**src/rtl/ppu_pkg.sv**
```systemverilog
// Shared PPU types and constants: OAM scan states, OAM base, Y offset,
// sprite heights and the 9-bit Y-hit helper used by the line scanner.
package ppu_pkg;

  typedef enum logic [2:0] {
    IDLE,
    REQ_Y,
    WAIT_Y,
    REQ_X,
    WAIT_X,
    FINISH
  } scan_state_t;

  localparam logic [15:0] OAM_BASE_DEF = 16'hFE00;
  localparam logic [8:0]  Y_OFS        = 9'd16;
  localparam logic [8:0]  H_SHORT      = 9'd8;
  localparam logic [8:0]  H_TALL       = 9'd16;

  // 9-bit compare so neither ly+16 nor Y+H can wrap.
  function automatic logic y_hit(
    input logic [7:0] y,
    input logic [7:0] ly,
    input logic       tall
  );
    logic [8:0] row;
    logic [8:0] top;
    logic [8:0] h;
    row = {1'b0, ly} + Y_OFS;
    top = {1'b0, y};
    h   = tall ? H_TALL : H_SHORT;
    return (top <= row) && (row < top + h);
  endfunction

endpackage

```
**src/rtl/sprite_line_buffer.sv**
```systemverilog
// Per-line sprite buffer: one synchronous write port, one combinational
// read port. Ports: clk_in, we/wr_idx/wr_x/wr_id, rd_idx -> rd_x/rd_id.
module sprite_line_buffer #(
  parameter int DEPTH = 10,
  parameter int IDW   = 6,
  parameter int AW    = $clog2(DEPTH)
) (
  input  logic           clk_in,
  input  logic           we,
  input  logic [AW-1:0]  wr_idx,
  input  logic [7:0]     wr_x,
  input  logic [IDW-1:0] wr_id,
  input  logic [AW-1:0]  rd_idx,
  output logic [7:0]     rd_x,
  output logic [IDW-1:0] rd_id
);

  logic [7:0]     x_mem  [DEPTH];
  logic [IDW-1:0] id_mem [DEPTH];

  always_ff @(posedge clk_in) begin
    if (we) begin
      x_mem[wr_idx]  <= wr_x;
      id_mem[wr_idx] <= wr_id;
    end
  end

  assign rd_x  = x_mem[rd_idx];
  assign rd_id = id_mem[rd_idx];

endmodule

```
**src/rtl/oam_line_scanner.sv**
```systemverilog
// OAM line scanner: walks OAM, buffers up to MAX_PER_LINE Y-hit sprites.
// Ports: clk_in, rst_in (async low), start_in, ly_in, tall_mode_in,
// OAM bus (oam_addr_out/oam_req_out/oam_data_in/oam_valid_in),
// buffer read (rd_idx_in -> rd_x_out/rd_id_out), count_out, busy_out,
// done_out. Macro OAM_SCAN_XFILTER_EN drops hits with X=0.
module oam_line_scanner
  import ppu_pkg::*;
#(
  parameter int          NUM_SPRITES  = 40,
  parameter int          MAX_PER_LINE = 10,
  parameter logic [15:0] OAM_BASE     = OAM_BASE_DEF,
  localparam int         NW = $clog2(NUM_SPRITES),
  localparam int         IW = $clog2(MAX_PER_LINE),
  localparam int         CW = $clog2(MAX_PER_LINE + 1)
) (
  input  logic          clk_in,
  input  logic          rst_in,
  input  logic          start_in,
  input  logic [7:0]    ly_in,
  input  logic          tall_mode_in,
  output logic [15:0]   oam_addr_out,
  output logic          oam_req_out,
  input  logic [7:0]    oam_data_in,
  input  logic          oam_valid_in,
  input  logic [IW-1:0] rd_idx_in,
  output logic [7:0]    rd_x_out,
  output logic [NW-1:0] rd_id_out,
  output logic [CW-1:0] count_out,
  output logic          busy_out,
  output logic          done_out
);

  scan_state_t   state_q, state_d;
  logic [NW-1:0] n_q, n_d;
  logic [CW-1:0] cnt_q, cnt_d;
  logic [7:0]    ly_q, ly_d;
  logic          tall_q, tall_d;
  logic          we;
  logic          keep_x;
  logic          last_n;
  logic          x_sel;

`ifdef OAM_SCAN_XFILTER_EN
  assign keep_x = (oam_data_in != 8'd0);
`else
  assign keep_x = 1'b1;
`endif

  assign last_n = (n_q == NW'(NUM_SPRITES - 1));

  always_ff @(posedge clk_in or negedge rst_in) begin
    if (!rst_in) begin
      state_q <= IDLE;
      n_q     <= '0;
      cnt_q   <= '0;
      ly_q    <= '0;
      tall_q  <= 1'b0;
    end else begin
      state_q <= state_d;
      n_q     <= n_d;
      cnt_q   <= cnt_d;
      ly_q    <= ly_d;
      tall_q  <= tall_d;
    end
  end

  always_comb begin
    state_d = state_q;
    n_d     = n_q;
    cnt_d   = cnt_q;
    ly_d    = ly_q;
    tall_d  = tall_q;
    we      = 1'b0;
    // start wins over everything, including a coincident valid
    if (start_in) begin
      state_d = REQ_Y;
      n_d     = '0;
      cnt_d   = '0;
      ly_d    = ly_in;
      tall_d  = tall_mode_in;
    end else begin
      unique case (state_q)
        IDLE: state_d = IDLE;
        REQ_Y: state_d = WAIT_Y;
        WAIT_Y: begin
          if (oam_valid_in) begin
            if (y_hit(oam_data_in, ly_q, tall_q)) begin
              state_d = REQ_X;
            end else if (last_n) begin
              state_d = FINISH;
            end else begin
              n_d     = n_q + 1'b1;
              state_d = REQ_Y;
            end
          end
        end
        REQ_X: state_d = WAIT_X;
        WAIT_X: begin
          if (oam_valid_in) begin
            we = keep_x;
            if (keep_x) cnt_d = cnt_q + 1'b1;
            if (last_n || cnt_d == CW'(MAX_PER_LINE)) begin
              state_d = FINISH;
            end else begin
              n_d     = n_q + 1'b1;
              state_d = REQ_Y;
            end
          end
        end
        FINISH: state_d = IDLE;
        default: state_d = IDLE;
      endcase
    end
  end

  assign x_sel = (state_q == REQ_X) || (state_q == WAIT_X);

  assign oam_req_out  = (state_q == REQ_Y) || (state_q == REQ_X);
  assign oam_addr_out = OAM_BASE + (16'(n_q) << 2) + {15'd0, x_sel};
  assign busy_out     = (state_q != IDLE);
  assign done_out     = (state_q == FINISH);
  assign count_out    = cnt_q;

  sprite_line_buffer #(
    .DEPTH (MAX_PER_LINE),
    .IDW   (NW),
    .AW    (IW)
  ) u_buf (
    .clk_in (clk_in),
    .we     (we),
    .wr_idx (IW'(cnt_q)),
    .wr_x   (oam_data_in),
    .wr_id  (n_q),
    .rd_idx (rd_idx_in),
    .rd_x   (rd_x_out),
    .rd_id  (rd_id_out)
  );

endmodule
```
**config.mk**
```make
export PLATFORM = sky130hd
export DESIGN_NAME = oam_line_scanner
export DESIGN_NICKNAME = d
export VERILOG_FILES = /design/src/rtl/ppu_pkg.sv /design/src/rtl/sprite_line_buffer.sv /design/src/rtl/oam_line_scanner.sv
export SDC_FILE = /design/constraint.sdc
export NUM_CORES = 1
export LEC_CHECK = 0
export CORE_MARGIN = 5
export CORE_UTILIZATION = 50
export DETAILED_ROUTE_END_ITERATION = 10
export GPL_TIMING_DRIVEN = 0
export PLACE_DENSITY = 0.73
export SYNTH_ARGS = -nofsm -noshare
export SYNTH_HDL_FRONTEND = slang
export SYNTH_HIERARCHICAL = 1
export SYNTH_SLANG_ARGS = --single-unit
```
**constraint.sdc**
```tcl
create_clock -name clk_in -period 4.65 [get_ports clk_in]
set_clock_uncertainty 0.15 [all_clocks]
set_input_delay 1.1625 -clock clk_in [delete_from_list [all_inputs] [get_ports clk_in]]
set_output_delay 1.1625 -clock clk_in [all_outputs]
set_load 0.05 [all_outputs]
```
Word-level counts from Yosys, hierarchy flattened
Memory sizes are Yosys's and may differ from the RTL's.
Cells that the tools add are included.

storage, ports and cells
  register bits after elaboration = 22
  memory bits (writable) = 140
  input bits = 25
  output and inout bits = 37
  word-level logic and storage cells = 64
  memories kept = 2

memories
  memory        words  bits a word  rd ports  clocked after memory_dff  write ports  RTL line                  source
  u_buf.x_mem   10     8            1         0                         1            sprite_line_buffer.sv:18  logic [7:0] x_mem [DEPTH];
  u_buf.id_mem  10     6            1         0                         1            sprite_line_buffer.sv:19  logic [IDW-1:0] id_mem [DEPTH];

cells by class
  add/sub/neg operators = 6
  magnitude comparators = 2
  equality and inequality tests = 12
  mux-type cells = 26
  reductions and logical operators = 11

operator list
  operator                 number
  $mux W6                  6
  $mux W4                  6
  $mux W3                  6
  $ne A3 B3 Y1 const B     5
  $add A11 B2 Y12          1
  $pmux W3 S4              1
  $pmux W6 S2              1
  $add A10 B9 Y11 const A  1
  $add A8 B5 Y9            1
  $add A8 B5 Y9 const B    1
  $le A8 B9 Y1             1
  $lt A9 B9 Y1             1
  $add A6 B1 Y6 const B    1
  $eq A3 B2 Y1 const B     2
  $eq A3 B3 Y1 const B     2
  $eq A6 B6 Y1 const B     1
  $reduce_and A6 Y1        1
  $reduce_bool A3 Y1       2
  $mux W1                  5
  $mux W5                  1
  $add A4 B1 Y4 const B    1
  $eq A4 B4 Y1 const B     1
  $reduce_and A2 Y1        2
  $reduce_bool A2 Y1       2
  other kinds (3)          5

Longest topological paths before layout
Gate-level depths: netlist of the first run.

  depth in word-level cells = 10
  gate-level depth with buffers = 13
  gate-level depth less buffers = 13

Hierarchy
The synthesis of the first run kept the hierarchy.

modules (own cells, without submodules)
  module              instances  cells an instance  area an instance (um^2)  sequential area each (um^2)
  sprite_line_buffer  1          301                5,594.1                  4,204.0
  oam_line_scanner    1          206                1,836.8                  550.5

Worst setup path before layout of the first run
No wires, ideal clock.

  kind = input port to output port
  start point = input port rd_idx_in[0]
  end point = output port rd_id_out[2]
  arrival time = 2.573 ns
  data required time = 3.338 ns
  path slack = 0.765 ns
  stages = 5
  path buffers = 2
  cells stage by stage = buf_4 buf_6 mux2i_1 a22o_1 o31ai_2

on the way
  cells in the longest elaborated chain, start to end = 1

ends and longest elaborated chain
  item            RTL line                source
  from (decl)     oam_line_scanner.sv:25  input logic [IW-1:0] rd_idx_in,
  $mem_v2 Z10 W6  --
  to (decl)       oam_line_scanner.sv:27  output logic [NW-1:0] rd_id_out,

No other way between the ends.

Final worst setup path of the first run
  start point = input port rd_idx_in[1]
  end point = output port rd_id_out[1]

Same word-level chain as after synthesis.

==> results list, run 1 <==
- Core Area: ~15000 µm²
- The final number of hold-violating endpoints was 0.
- Setup ws final: just under 0.07 ns
- The number of antenna diodes in the final layout is 0.
- Summed over all cells, the static leakage comes to ~3.3 nW.
- Placement Setup Slack: -0.377 ns
* Post-route clock period utilization: 98.5%
* Beginning of the critical path: rd_idx_in[1]
- Total wire length: 15400 µm
- Number of synthesized flops with an enable pin: 140
- The endpoint identified for the worst register-to-register timing path is u_buf/x_mem[1][2].
- Clock-pin transition on the worst setup and hold timing paths: around 0.060 ns
- The share of the Yosys chip area taken by registers is 64.0%.
- Summed over all failing endpoints, the final setup total negative slack is 0 ns.
* Clock tree from TritonCTS: yes
- Of all nets on the critical path, the largest fanout is 10.
- The initial utilization of the core area, before any placement, comes to 51.1%.
* Nets@finish: 635
* R2R cell count: 7
* Post-route antenna net violation count: 0
- The number of antenna violations at the first check in global routing was 0.
- Ranked by total cell area, the synthesized netlist is headed by edfxtp_1, dfrtp_1, mux2i_1.
- Destination of the critical timing path: rd_id_out[1]
- Most used flip-flop cell after synthesis: edfxtp_1
- Worst-case vdd ir drop: 0.264 mV
* Number of cell rows: 44
* Number of storage elements in the synthesis netlist: 162
- Counting instances, the worst hold path has a depth of 1.
- Sequence of cells on the critical path: clkdlybuf4s50_1 -> nand2b_1 -> clkbuf_2 -> o22ai_1 -> o31ai_2 -> dlygate4sd2_1
- Combined buffer and inverter count along the critical path: 3
- The post-route netlist has roughly 17% of its cells at a drive strength greater than 1.
- Total number of vias: 4387
* Highest-count cells in the layout ignoring fill and taps: edfxtp_1, clkdlybuf4s50_1, nand2_1, mux2i_1, mux2_1
- The final number of max-transition violations was 0.
* Netlist area before placement: 7430 µm²
* Buffers inserted by post-CTS timing repair: 0
* CTS sink count: 162
* H-Tree Depth: 4
- Library cells used by synthesis: 52
- Worst slew slack as a fraction of its limit: between 10% and 20%
- For this design the top-level I/O count stands at slightly above 60.
* PostCTS Resize Cnt: 16
- For the pin with the worst max-slew slack, the measured transition is between 1 and 1.5 ns.
- edfxtp_1 takes more of the synthesized area than any other cell.
- The floorplan step set the die width to between 100 and 150 µm.
* Most common library cell in the layout ignoring fill and taps: edfxtp_1
- Slowest cell delay on critical path: 0.56 ns
- Relative to the synthesized area, the layout overhead comes to 18.6%.
* Number of vias per cell after detailed routing: about 5.6
- Overall power consumption after layout is estimated at ~3.3 mW.
- Endpoint required time on the critical path: around 3.3 ns
* Count of max-cap constraint violations: 0
- Number of instances in the synthesized netlist: 507
- Clock latency on the worst-skew pair: between 0.4 and 0.5 ns
- The longest clock path from root to sink contains 2 buffers.
- After detailed placement, the design holds a cell count of roughly 750.
- Share of the core filled with cells: between 60% and 70%
* Path type of the worst min-delay path: flip-flop to flip-flop
- Counting I/O delays and the setup requirement, the final critical path takes between 4 and 5 ns.
* Total clock buffers created by CTS: 17
* Die footprint: approximately 17000 µm²
- Across all register-to-register paths, the minimum setup slack is ~1.3 ns.
* Final setup violation count: 0
* Initial drt markers: approximately 240
- STA classifies the critical path startpoint as a primary input.
* Number of warnings issued by yosys: 6
* Root Buffer Master: clkbuf_16
- Vertical die dimension: 132 µm
* RR Startpoint: state_q[0]
- After synthesis, the mean cell area works out to 14.7 µm².
- Buffers inserted to repair hold after CTS numbered 0.
- Placer's final routability congestion estimate: 0.816
* Overflow left after global routing: 0
* Critical Path Slowest Stage Cell: dlygate4sd2_1
- By startpoint and endpoint, the worst setup path is classified as primary input to output pin.
* Mean routed wirelength per cell: 19.8 µm
* Overall track demand over capacity in global routing: 17.9%
* Number of non-filler instances in the completed layout: 778
- Largest net degree at the start of global routing: 23
* DP Wirelength: 10400 µm
- Port buffering added 50 buffers.
- DR pass1 iterations: 5
* Wire length of the first global-routing pass: 24400 µm
- For this design the ratio of total power to cell area is around 380 nW/µm².
- Setup repair after global routing missed its margin: false
* Stages on the worst setup path: 6
- The cell family contributing the most delay on the critical path is buffers and inverters.
- Number of remaining DRC errors: 0
* Sort of element at the end of the critical path: output pin
- The flow ran to the end, and the final reports show no timing, DRC or antenna violations.
* Via count of the first global-routing pass: 4643
- Async set or reset register ratio after synthesis: 13.6%
- The share of synthesized area in the top cell type comes to 56.6%.
- Maximum frequency from static timing analysis: 218 MHz
- Endpoint arrival time on the critical path: 3.27 ns
[how the worst min path moves through the flow]
stage	startpoint	end
2_1_floorplan	ly_q[5]	ly_q[5]
3_3_place_gp	ly_q[5]	ly_q[5]
3_5_place_dp	ly_q[5]	ly_q[5]
4_1_cts	ly_q[5]	ly_q[5]
5_1_grt	ly_q[5]	ly_q[5]
6_report	ly_q[5]	ly_q[5]
[registers in the layout (all words and copies together) (netlist names)]
signal        count
state_q           3
ly_q              8
count_out         4
n_q               6
u_buf/id_mem     60
u_buf/x_mem      80
tall_q            1
[layer usage]
| layer | share of wire, % | GRT usage, % | vias up |
|---|---|---|---|
| met2 | 49 | 29.9 | 137 |
| li1 | - | - | 2056 |
| met5 | 0 | 0 | - |
| met1 | 44 | 23.3 | 2177 |
| met3 | 5.6 | 3.93 | 17 |
| met4 | 1.1 | 5.49 | 0 |
[where the power goes]
group,internal (mW),switching (mW)
combinational,0.128,0.207
sequential,1.58,0.0104
clock,0.878,0.506
total,2.59,0.724
[through the flow]
step | cell area [µm²] | hold slack [ns]
after global placement | 8190 | 0.381
final | 8810 | 0.396
after CTS | 8800 | 0.400
after global routing | 8810 | 0.417
after detailed placement | 8240 | 0.387
after floorplan | 7460 | 0.358
[cell families (layout without fill, tap and decap cells)]
logic type | after synthesis | count (layout) | share of synthesized area, %
adder cells (fa/ha/maj) | 24 | 24 | 4.14
other | 2 | 9 | 0.101
AND/OR/NAND/NOR | 102 | 102 | 6.84
XOR/XNOR | 9 | 9 | 1.06
buffers and inverters | 50 | 130 | 3.84
multiplexers | 78 | 78 | 11.3
AO/OA/AOI/OAI | 80 | 80 | 8.71
flip-flops | 162 | 162 | 64.0
[worst reg2reg max path, delay by kind of cell, from the launching register on]
kind | cells | cell delay, ns
and+or+nand+nor | 5 | 1.98
buffers and inverters | 2 | 0.44
DFF | 1 | 0.39
[synthesized netlist by cell type (3+ instances only)]
cell      number
a211o_1        3
a21oi_1        8
a22o_1        14
and3_1         4
buf_4         15
buf_6          5
clkbuf_1       8
dfrtp_1       22
edfxtp_1     140
ha_1          23
inv_1         19
mux2_1        25
mux2_2        24
mux2i_1       29
nand2_1       34
nand2b_1       9
nand3_1        5
nand4_1        3
nor2_1        19
nor2b_1       10
nor3_1         6
o21ai_0       11
o22ai_1       14
o31ai_2       14
xnor2_1        4
xor2_1         5
[final cells by class]
type | instances | area, µm²
buffer | 31 | 218
tap | 184 | 230
inverter | 19 | 71.3
sequential | 162 | 4750
multi-input combinational | 302 | 2440
fill | 1178 | 5720
clock buffer | 19 | 433
clock inverter | 8 | 140
timing repair buffer | 53 | 522
(Power assumes the default switching activity.)
==> run 2: changes to the inputs <==
--- a/config.mk
+++ b/config.mk
@@ -10,7 +10,9 @@
 export DETAILED_ROUTE_END_ITERATION = 10
 export GPL_TIMING_DRIVEN = 0
 export PLACE_DENSITY = 0.73
+export SKIP_LAST_GASP = 1
 export SYNTH_ARGS = -nofsm -noshare
 export SYNTH_HDL_FRONTEND = slang
 export SYNTH_HIERARCHICAL = 1
 export SYNTH_SLANG_ARGS = --single-unit
+export TNS_END_PERCENT = 30
==> results list, run 2 (same netlist as run 1, synthesis figures left out) <==
- The run finished, with violations left.
* Violated checks: setup timing
- The internal power of the cells totals 2.59 mW.
- TritonCTS built the clock tree.
- Setup ws final: -0.192 ns
- In the detailed route, the total length drawn on met2 is 7550 µm.
* Register bank with the most flops: u_buf/x_mem
- Net switching is 21.8% of the power.
- Largest register FFs: 80
- Area growth syn-to-layout: 18.8%
* Mean routed wirelength per cell: 19.7 µm
- Endpoint required time on the critical path: 3.34 ns
* Highest-count cells in the layout ignoring fill and taps: edfxtp_1, clkdlybuf4s50_1, nand2_1, mux2i_1, mux2_1
* Sw Pwr: 725 µW
* DR pass1 iterations: 4
- Number of cell rows: 44
- After the first detailed-routing iteration, the DRC count stood at 271.
* Clk network pwr share: around two fifths
- Final setup violation count: 7
* Worst slew slack as a fraction of its limit: 14.5%
- Of all nets on the critical path, the largest fanout is 10.
- DP Wirelength: approximately 10000 µm
* Clock-pin transition on the worst setup and hold timing paths: about 0.06 ns
- For the finished layout, the period the worst path requires is 4.84 ns.
- Once detail routing completed, the nets flagged for antenna violations numbered 0.
* H-Tree Depth: 4
- For this run the aggregate overflow at the end of global routing stands at 0.
* Sort of element at the end of the critical path: output pin
- Metal-1 WL: 6890 µm
* Fraction of power consumed by sequential logic: 48.0%
* # diodes: 0
- Total chip power: between 3 and 4 mW
- Slowest cell delay on critical path: 0.84 ns
- Traced cell by cell, the critical path runs through clkdlybuf4s50_1 -> nand2b_1 -> clkbuf_2 -> o22ai_1 -> o31ai_2 -> clkdlybuf4s50_1.
* Worst-Margin Slew: around 1.3 ns
- Leakage power: between 3 and 4 nW
- Worst min-delay path startpoint: ly_q[5]
- Most common library cell in the layout ignoring fill and taps: edfxtp_1
- Vertical die dimension: between 100 and 150 µm
- In this run the standard cell core region covers approximately 15000 µm².
- The congestion estimate from routability-driven global placement came to 0.816.
* Number of non-filler instances in the completed layout: 778
- Number of buffers added to fix hold violations after cts: 0
* Setup slack of the worst register-to-register path: 1.28 ns
* Count of max-cap constraint violations: 0
- The worst path uses 104% of the clock period.
- The critical path in this run is classified as primary input to output pin.
- The final number of hold-violating endpoints was 0.
- Detail Route met3 WL: 697 µm
- The first global-routing pass estimated 24400 µm of wire.
- Number of antenna violations at the first check in global routing: 0
* Clock latency on the worst-skew pair: 0.41 ns
- The number of global-route vias before repair is approximately 4600.
- Comb power frac: 10.3%
* Total clock buffers created by CTS: 17
* CP startpoint kind: primary input
- Of the cells placed in the final design, the portion with a size suffix greater than 1 is between 15 and 20%.
- In this run the worst setup path begins at rd_idx_in[1].
- The final number of max-transition violations is 0.
- Highest routed layer: met4
- Total wire length: 15300 µm
- Number of remaining DRC errors: 0
* Power per Cell Area: 376 nW/µm²
- Maximum frequency from static timing analysis: a little over 200 MHz
- Width of the chip: between 100 and 150 µm
- The slowest stage of the critical path belongs to the cell clkdlybuf4s50_1.
- Number of vias per cell after detailed routing: between 5 and 6
* Path type of the worst min-delay path: flip-flop to flip-flop
- The count of buffers added on input and output ports is 50.
- Nets@finish: 635
- The largest registers in the layout are u_buf/x_mem: 80 flops, u_buf/id_mem: 60 flops, ly_q: 8 flops.
- Root Buffer Master: clkbuf_16
- Number of buffers on the longest clock path: 2
* RR Startpoint: state_q[0]
* Overall track demand over capacity in global routing: 17.9%
- Endpoint arrival time on the critical path: 3.53 ns
- At the placement stage, the worst setup path has a slack of -0.377 ns.
- Counting every sink on the clock net gives 162.
- Among the stages of the critical path, the cell type that occurs most often is clkdlybuf4s50_1.
- Pin placement for this block handled 62 I/O pins.
- Summing over every cut layer, the via total after detailed routing is 4401.
- Worst-case vdd ir drop: 0.262 mV
* Largest net degree at the start of global routing: 23
- Placed Cells: about 750
- Initial Utilization: roughly 51%
- The die covers ~17000 µm².
* Setup repair after global routing missed its margin: true
-- run 2: area by class of cell --
class                      instances  area (µm²)
buffer                            31         218
sequential                       162        4750
inverter                          19        71.3
clock inverter                     8         140
timing repair buffer              53         542
tap                              184         230
clock buffer                      19         433
fill                            1167        5700
multi-input combinational        302        2440
-- run 2: path summary, 6_finish.rpt --
path | endpoint | depth (start not counted)
worst max-delay path | rd_id_out[4] | 6
worst min-delay path | ly_q[5] | 1
worst max register to register | u_buf/id_mem[1][2] | 7
worst min register to register | ly_q[5] | 1
max in group asynchronous | tall_q | 1
min in group asynchronous | state_q[1] | 1
-- run 2: stage by stage --
stage	utilization (%)	hold slack (ns)	instance area, µm²	setup TNS [ns]
4_1_cts	60.6	0.400	8810	-1.55
2_1_floorplan	-	0.358	7460	0
5_1_grt	60.8	0.417	8830	-1.39
3_5_place_dp	56.7	0.387	8240	-4.98
3_3_place_gp	56.3	0.381	8190	-12.82
6_report	60.8	0.396	8830	-1.06
-- run 2: per-layer routing --
layer | track usage (%) | up-vias
met2 | 29.9 | 127
met5 | 0 | -
met1 | 23.3 | 2198
met3 | 3.93 | 18
met4 | 5.49 | 0
li1 | - | 2058
-- run 2: timing repair --
action,CTS,global route
endpoints found under the setup margin,13,10
gates resized for setup,5,5
pin swaps,0,0
setup buffers,0,0
-- run 2: critical path: cells and delay by family --
family / cells / cell delay, ns
AOI/OAI and AO/OA: 2 / 0.35
buffers and inverters: 3 / 1.72
and+or+nand+nor: 1 / 0.29
-- run 2: power by group through the flow --
stage | logic (mW) | clock network, mW | registers, mW
finish | 0.341 | 1.38 | 1.59
global route | 0.372 | 1.47 | 1.59
CTS | 0.343 | 1.40 | 1.59
detailed placement | 0.343 | 0 | 1.62
global placement | 0.332 | 0 | 1.62
floorplan | 0.231 | 0 | 1.62
==> run 3: changes to the inputs <==
--- a/config.mk
+++ b/config.mk
@@ -7,9 +7,11 @@
 export LEC_CHECK = 0
 export CORE_MARGIN = 5
 export CORE_UTILIZATION = 50
+export CTS_CLUSTER_SIZE = 14
 export DETAILED_ROUTE_END_ITERATION = 10
+export GPL_ROUTABILITY_DRIVEN = 0
 export GPL_TIMING_DRIVEN = 0
-export PLACE_DENSITY = 0.73
+export PLACE_DENSITY = 0.71
 export SKIP_LAST_GASP = 1
 export SYNTH_ARGS = -nofsm -noshare
 export SYNTH_HDL_FRONTEND = slang
==> results list, run 3 (same netlist as run 1, synthesis figures left out) <==
- Status: finished, violations left
- Violated checks: setup timing
* Total wire length: 15000 µm
- The final number of max-transition violations is 0.
- Flip-flop and latch area: between 4000 and 5000 µm²
- At the pin with the least slew margin, the transition time is 1.20 ns.
* R2R cell count: 7
- Across all hold checks on the routed design, the worst slack comes to 0.408 ns.
* Core Area: 14500 µm²
* PostCTS Resize Cnt: 5
- Counting flops per register, the top entry is u_buf/x_mem.
- Total chip power: between 3 and 4 mW
- In the layout the commonest cells are edfxtp_1, clkdlybuf4s50_1, nand2_1, mux2i_1, mux2_1.
* Fillers: 1140
* Clock tree from TritonCTS: yes
* Leakage power: 3.31 nW
* Number of antenna violations at the first check in global routing: 0
- Clock latency on the worst-skew pair, taken at its later pin, is 0.42 ns.
- Width of the chip: between 100 and 150 µm
- Setup repair after global routing could not meet its margin everywhere.
- Largest net degree at the start of global routing: 23
- Post-route antenna net violation count: 0
- Area growth syn-to-layout: 19.2%
* Worst-case vdd ir drop: roughly 0.27 mV
* Number of remaining DRC errors: 0
- Post-route design area: 8860 µm²
* Buffers inserted by post-CTS timing repair: 0
- Setup ws final: -0.141 ns
- For this design, the slowest cell found on the critical path is clkdlybuf4s50_1.
* Clock-pin transition on the worst setup and hold timing paths: 0.06 ns
- The critical path goes through clkdlybuf4s50_1 -> nand2b_1 -> clkbuf_2 -> o22ai_1 -> o31ai_2 -> clkdlybuf4s50_1.
* WHS Path Cells: 2
- Total clock buffers created by CTS: 17
- On the worst path, the slowest cell contributes a delay of between 0.8 and 0.9 ns.
- For this run, the detailed router's first-pass iteration total came to 4.
- In this run the worst hold path is classified as flip-flop to flip-flop.
* Most used cell, CP: clkdlybuf4s50_1
* Overflow left after global routing: 0
* Largest registers: u_buf/x_mem: 80 flops, u_buf/id_mem: 60 flops, ly_q: 8 flops
* Number of buffers on the longest clock path: 2
- Nets@finish: between 600 and 700
* Via count of the first global-routing pass: 4550
* Die footprint: 17400 µm²
- Sort of element at the end of the critical path: output pin
* Worst slew slack as a fraction of its limit: 19.6%
* Vertical die dimension: approximately 130 µm
* # diodes: 0
- Global routing used approximately 18% of the available tracks across all layers.
- Critical path class: primary input to output pin
* Setup slack of the worst register-to-register path: 1.35 ns
* Largest register FFs: 80
- Post-route clock period utilization: 103%
- Root Buffer Master: clkbuf_16
- Share of post-route cells with drive strength above 1: 17.2%
- Across all layers, the routed design uses 4384 vias.
- Most common library cell in the layout ignoring fill and taps: edfxtp_1
- Along the worst path, the maximum fanout reaches 10.
- Max-cap violations in this run came to 0.
- Once placement finished, the instance area stood at 8250 µm².
- On the critical path the largest part of the delay comes from buffers and inverters.
- H-Tree Depth: 4
- Share of the core filled with cells: 61.0%
* Area taken by multi-input logic gates: between 2000 and 2500 µm²
- Tmin final: 4.79 ns
- Once the floorplan was initialized, standard cells occupied 51.1% of the core.
- CP startpoint kind: primary input
* Stages on the worst setup path: 6
- CTS sink count: 162
* Final setup violation count: 7
- Using the TritonRoute via totals, the vias-per-cell ratio works out to 5.59.
- After detailed routing, the average wire length per cell comes to 19.2 µm.
* Power per Cell Area: 377 nW/µm²
- For this design the top-level I/O count stands at 62.
- Wire length of the first global-routing pass: 24100 µm
- The initialized floorplan defines 44 standard-cell rows.
* Worst min-delay path startpoint: state_q[2]
- Data on the critical path is required at its endpoint by 3.34 ns.
- Number of buffers added to fix hold violations after cts: 0
- Maximum frequency from static timing analysis: 209 MHz
* Count of final hold-check violations: 0
* Endpoint arrival time on the critical path: 3.48 ns
- Detailed placement finished with a half-perimeter wire length of 10500 µm.
- The worst register-to-register path begins at state_q[0].
- Initial drt markers: about 230
- In this run the worst setup path begins at rd_idx_in[1].
- The number of buffers and inverters on the critical path is 3.
- IO buf count: 50
[run 3: cell types whose count changed in the layout (fill, tap and decap cells not counted), sizes merged]
cell / change
buf: +1
clkinvlp: +2
clkinv: +3
[run 3: per-stage QoR]
step           setup WS [ns]  std cells  setup TNS [ns]
6_report              -0.141        784          -0.906
5_1_grt               -0.246        784           -1.63
4_1_cts               -0.175        784           -1.46
3_5_place_dp          -0.393        752           -5.27
3_3_place_gp          -0.364        748          -13.55
2_1_floorplan          0.765        514               0
[run 3: path summary, 6_finish.rpt]
path	to
worst max-delay path	rd_id_out[4]
worst min-delay path	state_q[1]
worst max register to register	u_buf/id_mem[1][1]
worst min register to register	state_q[1]
max in group asynchronous	n_q[2]
min in group asynchronous	state_q[2]
[run 3: worst reg2reg max path, stage by stage, from the launching register on]
cell and delay (ns):
dfrtp_1 0.39, clkbuf_1 0.20, nor2_1 0.18, and2_1 0.14
clkbuf_1 0.23, nor2b_1 0.23, or3b_1 0.44, nor2_1 0.94
[run 3: layer usage]
metal | vias up | routed length [µm] | track usage [%]
met2 | 110 | 7410 | 28.8
met3 | 14 | 709 | 5.15
li1 | 2075 | - | -
met1 | 2185 | 6750 | 23.4
met5 | - | 0 | 0
met4 | 0 | 152 | 4.63
[run 3: final cells by class]
cell class	count	share of cell area [%]
Buffer	31	2.44
Timing Repair Buffer	54	6.20
Sequential cell	162	53.7
Tap cell	184	2.60
Inverter	19	0.805
Clock buffer	19	4.89
Multi-Input combinational cell	302	27.5
Clock inverter	13	1.88
[run 3: where the power goes]
part / leakage (nW) / switching, mW / internal (mW)
clock: 0.289 / 0.521 / 0.888
combinational: 1.47 / 0.208 / 0.132
sequential: 1.55 / 0.0110 / 1.58
